`src/rtl/cond_logic_if.sv`:
```
// Decode-to-condition-unit bundle: instruction qualifiers in, gated enables,
// architectural flags and performance counters out.
interface cond_logic_if;
    logic        Valid;
    logic [3:0]  Cond;
    logic [3:0]  ALUFlags;
    logic [1:0]  FlagW;
    logic        PCS;
    logic        RegW;
    logic        MemW;
    logic        NoWrite;
    logic        PCSrc;
    logic        RegWrite;
    logic        MemWrite;
    logic        CondEx;
    logic [3:0]  Flags;
    logic [15:0] ExecCount;
    logic [15:0] SquashCount;

    modport master (
        output Valid, Cond, ALUFlags, FlagW, PCS, RegW, MemW, NoWrite,
        input  PCSrc, RegWrite, MemWrite, CondEx, Flags, ExecCount, SquashCount
    );

    modport slave (
        input  Valid, Cond, ALUFlags, FlagW, PCS, RegW, MemW, NoWrite,
        output PCSrc, RegWrite, MemWrite, CondEx, Flags, ExecCount, SquashCount
    );
endinterface

```
`src/rtl/cond_logic.sv`:
```
// ARM condition check: evaluates Cond against the registered NZCV flags,
// gates write enables, updates flags and counts executed/squashed instructions.
module cond_logic (
    input  logic        clk,
    input  logic        reset,
    cond_logic_if.slave bus
);

    typedef enum logic [3:0] {
        EQ = 4'b0000, NE, CS, CC, MI, PL, VS, VC,
        HI, LS, GE, LT, GT, LE, AL, NV
    } cond_e;

    logic [3:0]  flags;
    logic [15:0] exec_count;
    logic [15:0] squash_count;
    logic        n, z, c, v;
    logic        cond_pass;
    logic        cond_ex;

    assign {n, z, c, v} = flags;

    // Only the registered flags feed the check; same-cycle ALUFlags never do.
    always_comb begin
        // NOTE: default assigned first so every path drives cond_pass and no latch is inferred.
        cond_pass = 1'b0;
        case (cond_e'(bus.Cond))
            EQ: cond_pass = z;
            NE: cond_pass = ~z;
            CS: cond_pass = c;
            CC: cond_pass = ~c;
            MI: cond_pass = n;
            PL: cond_pass = ~n;
            VS: cond_pass = v;
            VC: cond_pass = ~v;
            HI: cond_pass = c & ~z;
            LS: cond_pass = ~c | z;
            GE: cond_pass = (n == v);
            LT: cond_pass = (n != v);
            GT: cond_pass = ~z & (n == v);
            LE: cond_pass = z | (n != v);
            AL: cond_pass = 1'b1;
            NV: cond_pass = 1'b0;
        endcase
    end

    // Folding reset in here forces every enable low while reset is held.
    assign cond_ex = bus.Valid & cond_pass & reset;

    assign bus.CondEx   = cond_ex;
    assign bus.PCSrc    = bus.PCS & cond_ex;
    assign bus.RegWrite = bus.RegW & cond_ex & ~bus.NoWrite;
    assign bus.MemWrite = bus.MemW & cond_ex;

    always_ff @(posedge clk) begin
        // NOTE: non-blocking assignments so every register samples pre-edge values.
        if (!reset) begin
            flags        <= 4'b0000;
            exec_count   <= 16'h0000;
            squash_count <= 16'h0000;
        end else begin
            if (cond_ex && bus.FlagW[1]) flags[3:2] <= bus.ALUFlags[3:2];
            if (cond_ex && bus.FlagW[0]) flags[1:0] <= bus.ALUFlags[1:0];

            // Counters stick at all-ones instead of wrapping.
            if (bus.Valid && cond_ex && exec_count != 16'hFFFF)
                exec_count <= exec_count + 16'd1;
            if (bus.Valid && !cond_ex && squash_count != 16'hFFFF)
                squash_count <= squash_count + 16'd1;
        end
    end

    assign bus.Flags       = flags;
    assign bus.ExecCount   = exec_count;
    assign bus.SquashCount = squash_count;

endmodule

```
`src/flat_wrapper.sv`:
```
// flat-port wrapper written by rule: the top's interface ports become plain ports
module cond_logic_flat 
  (clk, reset, bus_Valid, bus_Cond, bus_ALUFlags, bus_FlagW, bus_PCS, bus_RegW, bus_MemW, bus_NoWrite, bus_PCSrc, bus_RegWrite, bus_MemWrite, bus_CondEx, bus_Flags, bus_ExecCount, bus_SquashCount);
  cond_logic_if bus_i ();
  input  logic clk;
  input  logic reset;
  input wire logic [$bits(bus_i.Valid)-1:0] bus_Valid;
  input wire logic [$bits(bus_i.Cond)-1:0] bus_Cond;
  input wire logic [$bits(bus_i.ALUFlags)-1:0] bus_ALUFlags;
  input wire logic [$bits(bus_i.FlagW)-1:0] bus_FlagW;
  input wire logic [$bits(bus_i.PCS)-1:0] bus_PCS;
  input wire logic [$bits(bus_i.RegW)-1:0] bus_RegW;
  input wire logic [$bits(bus_i.MemW)-1:0] bus_MemW;
  input wire logic [$bits(bus_i.NoWrite)-1:0] bus_NoWrite;
  output wire logic [$bits(bus_i.PCSrc)-1:0] bus_PCSrc;
  output wire logic [$bits(bus_i.RegWrite)-1:0] bus_RegWrite;
  output wire logic [$bits(bus_i.MemWrite)-1:0] bus_MemWrite;
  output wire logic [$bits(bus_i.CondEx)-1:0] bus_CondEx;
  output wire logic [$bits(bus_i.Flags)-1:0] bus_Flags;
  output wire logic [$bits(bus_i.ExecCount)-1:0] bus_ExecCount;
  output wire logic [$bits(bus_i.SquashCount)-1:0] bus_SquashCount;
  assign bus_i.Valid = bus_Valid;
  assign bus_i.Cond = bus_Cond;
  assign bus_i.ALUFlags = bus_ALUFlags;
  assign bus_i.FlagW = bus_FlagW;
  assign bus_i.PCS = bus_PCS;
  assign bus_i.RegW = bus_RegW;
  assign bus_i.MemW = bus_MemW;
  assign bus_i.NoWrite = bus_NoWrite;
  assign bus_PCSrc = bus_i.PCSrc;
  assign bus_RegWrite = bus_i.RegWrite;
  assign bus_MemWrite = bus_i.MemWrite;
  assign bus_CondEx = bus_i.CondEx;
  assign bus_Flags = bus_i.Flags;
  assign bus_ExecCount = bus_i.ExecCount;
  assign bus_SquashCount = bus_i.SquashCount;
  cond_logic u_core (.clk(clk), .reset(reset), .bus(bus_i));
endmodule
```
`config.mk`:
```
export PLATFORM = sky130hd
export DESIGN_NAME = cond_logic_flat
export DESIGN_NICKNAME = d
export VERILOG_FILES = /design/src/rtl/cond_logic_if.sv /design/src/rtl/cond_logic.sv /design/src/flat_wrapper.sv
export SDC_FILE = /design/constraint.sdc
export NUM_CORES = 1
export LEC_CHECK = 0
export BUFFER_PORTS_ARGS = -buffer_cell sky130_fd_sc_hd__buf_2
export CAP_MARGIN = 10
export CORE_ASPECT_RATIO = 2
export CORE_UTILIZATION = 50
export CTS_CLUSTER_SIZE = 16
export DETAILED_ROUTE_END_ITERATION = 10
export HOLD_SLACK_MARGIN = 0.15
export PLACE_DENSITY = 0.78
export SYNTH_ARGS = -nofsm -noshare
export SYNTH_HDL_FRONTEND = slang
export SYNTH_SLANG_ARGS = --single-unit
```
`constraint.sdc`:
```
create_clock -name clk -period 3.5 [get_ports clk]
set_input_delay 0.35 -clock clk [delete_from_list [all_inputs] [get_ports clk]]
set_output_delay 0.35 -clock clk [all_outputs]
set_load 0.05 [all_outputs]
```
---- After elaboration in Yosys (flattened, before gate mapping) ----
Index checks and enable logic that the tools add are counted.
Widths: inputs -> output; s select.
cells by class
  bitwise logic cells ..................... 15
  add/subtract/negate cells ............... 2
  reduce and logical (&&, ||, !) cells .... 8
  eq/ne operators ......................... 19
  muxes and demuxes ....................... 1
operators with widths
  kind                   count
  $add 16x1->16 const B  2
  $eq 4x4->1 const B     8
  $ne 16x16->1 const B   2
  $eq 4x3->1 const B     4
  $pmux 1 s16            1
  $and 1x1->1            8
  $eq 4x2->1 const B     2
  $logic_and 1x1->1      6
  $not 1->1              5
  $eq 4x1->1 const B     1
  $logic_not 4->1        1
  $or 1x1->1             2
  $eq 1x1->1             1
  $logic_not 1->1        1
  $ne 1x1->1             1
storage, ports and cells
  output and inout bits ................... 40
  register bits after elaboration ......... 36
  word-level logic and storage cells ...... 49
  input port bits ......................... 17

---- Logic depth before layout (Yosys ltp) ----
  word-level depth ........................ 8
  gate-level depth with buffers ........... 10
  depth with buffers taken out ............ 7

---- Worst setup path after synthesis ----
Ideal clock, no wire load.
  path type ............................... flip-flop to output port
  from .................................... reg u_core.flags[1] (netlist: u_core.bus.Flags[1])
  to ...................................... out bus_RegWrite
  arrival ................................. 3.193 ns
  stages on the path, launching flop included .. 7
  slack ................................... -0.043 ns
  required time ........................... 3.150 ns
  path buffers ............................ 2
  path through ............................ dfxtp_1 or4b_4 and3_1 or3_1 buf_6 clkbuf_1 nor3b_1
between the ends
  cells in the longest elaborated chain, start to end .. 7
ends and longest elaborated chain
  item                          line                                RTL
  from (decl)                   cond_logic.sv:14                    logic [3:0] flags;
  from (signal assigned)        cond_logic.sv:63                    if (cond_ex && bus.FlagW[0]) flags[1:0] <= bus.ALUFlags[1:0];
  $not 1->1                     cond_logic.sv:31, cond_logic.sv:37
  $or 1x1->1                    cond_logic.sv:37                    LS: cond_pass = ~c | z;
  $pmux 1 s16 (*)               cond_logic.sv:27                    case (cond_e'(bus.Cond))
  $and 1x1->1 (*) (2 in a row)  cond_logic.sv:48                    assign cond_ex = bus.Valid & cond_pass & reset;
  $and 1x1->1 (*) (2 in a row)  cond_logic.sv:52                    assign bus.RegWrite = bus.RegW & cond_ex & ~bus.NoWrite;
  to (decl)                     flat_wrapper.sv:16                  output wire logic [$bits(bus_i.RegWrite)-1:0] bus_RegWrite;
Every way passes the cells marked *; elsewhere a longest branch is shown, timed or not.

---- Worst setup path after layout ----
  from .................................... reg u_core.flags[2] (netlist: u_core.bus.Flags[2])
  to ...................................... out bus_PCSrc
between the ends
  cells in the longest elaborated chain, start to end .. 6
ends and longest elaborated chain
  item                            line                                                  RTL
  from (signal assigned)          cond_logic.sv:62                                      if (cond_ex && bus.FlagW[1]) flags[3:2] <= bus.ALUFlags[3:2];
  $not 1->1                       cond_logic.sv:29, cond_logic.sv:36, cond_logic.sv:40
  $and 1x1->1 (on tied branches)  cond_logic.sv:40, cond_logic.sv:36
  $pmux 1 s16 (*)                 cond_logic.sv:27
  $and 1x1->1 (*) (2 in a row)    cond_logic.sv:48
  $and 1x1->1 (*)                 cond_logic.sv:51                                      assign bus.PCSrc = bus.PCS & cond_ex;
  to (decl)                       flat_wrapper.sv:15                                    output wire logic [$bits(bus_i.PCSrc)-1:0] bus_PCSrc;
Marks and branches as above.

==> key figures <==
Run status
  • Outcome: finished, final reports clean

Worst setup path
  • Worst r2r path cells: 8
  • Setup crit start: u_core.bus.Flags[2]
  • Instance count on the critical path: 7
  • Worst Setup EP: bus_PCSrc
  • Worst-path cell chain: or4b_4 -> and3_1 -> or3_1 -> buf_4 -> inv_1 -> and2_1 -> buf_2
  • R2r startpoint: u_core.bus.Flags[2]
  • RR Endpoint: u_core.bus.ExecCount[12]
  • CP Max Fanout: 20
  • CP peak stage delay: 0.54 ns
  • Critical path startpoint category: flip-flop
  • Top delay family on crit path: simple AND/OR/NAND/NOR gates
  • Arrival time of the worst setup path: between 2 and 3 ns
  • Worst Path Required: 3.15 ns
  • Crit Path Class: reg2out
  • Setup crit end kind: output port
  • Worst Path Buf+Inv: 3
  • Register-to-register path setup slack: between 0.8 and 0.9 ns
  • Worst path slowest cell: or4b_4

Route
  • DR vias: ~2000
  • Routed WL: roughly 4.6 mm
  • DR vias/cell: around 5.8
  • Pre-antenna DRT Iters: 4
  • ANT nets after route: 0
  • WL/cell: ~14 um
  • Remaining DRCs: 0
  • Initial drt markers: 41

Timing
  • Max Clock Skew: 0.00566 ns
  • Worst-margin pin slew: 0.541 ns
  • Final setup viols: 0
  • WHS: 0.395 ns
  • Final min period: 2.95 ns
  • Final Cycle Share: 0.844
  • Slew Limit Fails: 0
  • Rel. slew slack: 0.638
  • FMAX: between 0.3 and 0.4 GHz
  • Final hold vios: 0
  • RSZ-0062 raised after global routing: false
  • Final TNS setup: 0 ns

Synthesis
  • Synth warn: 0
  • Synthesized area per cell: 8.25 um2
  • Top cell type by total area after synthesis: dfxtp_1
  • Post-synthesis cell type count: 35
  • Mapped Area: ~0.002 mm2
  • Post-synthesis sequential area ratio: 0.370
  • Share of the synthesized area in the top cell type: 0.370
  • Post-synthesis cell count: approximately 240
  • Synthesis-stage register bit count: 36
  • Syn Nets: roughly 260
  • Synth top area cells: dfxtp_1, mux2i_1, nand2_1

Floorplanning
  • Rows: 31
  • Core ar.: between 0.003 and 0.004 mm2
  • Die H: ~90 um
  • Initial core utilization: 0.528
  • Die X: 46.1 um
  • Boundary Pins: 57
  • Die Area: ~0.0042 mm2

Global route
  • M3 GR Usage: 0.0462
  • Met1 Resource Use GR: 0.240
  • Pin count of the biggest net entering global routing: 32
  • First-pass GRT wire length: 7.34 mm
  • M2 GR Usage: 0.405
  • GRT Max-Usage Layer: met2
  • GRT Total Usage: 0.231
  • Grt total ovfl: 0
  • Vias in the first global route: around 1800
  • Initial antenna violation count: 0

Place
  • PortBufs: 56
  • Gpl congestion: between 0.7 and 0.8
  • Placed wire-length estimate: between 3 and 4 mm

Final layout
  • Commonest cells after routing, fill and taps aside: buf_2, dfxtp_1, nand2_1, a21oi_1, and3_1
  • Final net count: just over 300
  • Share of cells above drive strength 1: 0.255
  • Leading cell type in the layout, fill and taps excluded: buf_2
  • Layout area overhead: 19.9%
  • N_diodes: 0

Clocking
  • Clk pin slew, worst setup/hold paths: roughly 0.07 ns
  • Post-CTS Hold Fix Bufs: 0
  • PostCTS Resize Cnt: 0
  • Post-CTS setup buffer count: 0
  • Clk_lat worst skew: slightly below 0.3 ns
  • Clock sink count: 36
  • CTS tree: yes
  • Clk buf depth: 2
  • TritonCTS Buffers: 5
  • CTS root buf: clkbuf_8
  • H-tree depth: 2

Power
  • VDD IR-drop max: approximately 0.00030 V
  • Cell area power density: roughly 360 mW/mm2
  • Pleak: 1.03 nW
  • Power, Total: approximately 0.00083 W

Hold path
  • Hold Crit Class: in2reg

Run
  • Max cap viols: 0
[sequential cells by signal, summed over array words and instances, names as in the netlist]
name                    count
u_core.bus.ExecCount       16
u_core.bus.SquashCount     16
u_core.bus.Flags            4
[layer usage]
metal | wire length, um | up-vias
met5 | 0 | -
met4 | 107 | 0
met3 | 201 | 10
met2 | 2510 | 59
met1 | 1790 | 921
li1 | - | 988
[stage by stage]
| stage | worst slack, ns | util | instances | instance area, um2 |
|---|---|---|---|---|
| 6_report | 0.546 | 0.634 | 339 | 2330 |
| 3_3_place_gp | 0.738 | 0.608 | 331 | 2240 |
| 3_5_place_dp | 0.705 | 0.608 | 331 | 2240 |
| 2_1_floorplan | 0.387 | - | 236 | 1950 |
| 4_1_cts | 0.541 | 0.634 | 339 | 2330 |
| 5_1_grt | 0.384 | 0.634 | 339 | 2330 |
[final cells by class]
class / count / area (um2)
clock buffer: 6 / 82.6
clock inverter: 2 / 10.0
timing repair buffer: 59 / 303
inverter: 5 / 18.8
sequential: 36 / 721
fill: 350 / 1350
multi-input combinational: 182 / 1140
tap: 49 / 61.3
[synth_stat cells (all sizes together)]
cell type and count:
dfxtp 36, nand2 27, a21oi 17, and3 16
mux2i 13, nand4 13, nand3 12, o21ai 11
o31ai 10, or3 10, nand2b 9, clkbuf 7
buf 6, nor2 6, or4 6, a31o 5
inv 5, o211ai 5, and2 2, and4 2
ha 2, nor2b 2, nor3 2, nor3b 2
xnor2 2, a211oi 1, a31oi 1, nand4b 1
nor4 1, nor4b 1, o21a 1, o311ai 1
or4b 1
[tightest hold or removal path, delay by kind of cell]
kind,cells,cell delay [ns]
AO/OA/AOI/OAI,1,0.09
AND/OR/NAND/NOR,1,0.13
buffers and inverters,1,0.08
[cell families (layout without fill, tap and decap cells)]
kind of cell	after synthesis	after routing	synth area share
flip-flops	36	36	0.370
adder cells (fa/ha/maj)	2	2	0.0129
multiplexers	13	13	0.0668
AND/OR/NAND/NOR	113	113	0.326
buffers and inverters	18	72	0.0476
XOR/XNOR	2	2	0.00900
AO/OA/AOI/OAI	52	52	0.168
[how the worst min path moves through the flow]
stage,start,to,depth (start not counted)
after floorplan,reset,u_core.bus.ExecCount[11],2
after global placement,u_core.bus.ExecCount[9],u_core.bus.ExecCount[9],1
after detailed placement,u_core.bus.ExecCount[9],u_core.bus.ExecCount[9],1
after CTS,bus_ALUFlags[0],u_core.bus.Flags[0],3
final,bus_ALUFlags[0],u_core.bus.Flags[0],3
after global routing,bus_ALUFlags[0],u_core.bus.Flags[0],3
[where the power goes]
| part | internal [W] | leakage, nW | total (W) | switching [W] |
|---|---|---|---|---|
| logic | 0.0000311 | 0.688 | 0.000104 | 0.0000725 |
| registers | 0.000416 | 0.291 | 0.000425 | 0.00000885 |
| clock network | 0.000157 | 0.0510 | 0.000305 | 0.000148 |
| total | 0.000604 | 1.03 | 0.000834 | 0.000230 |
(Power assumes the default switching activity.)
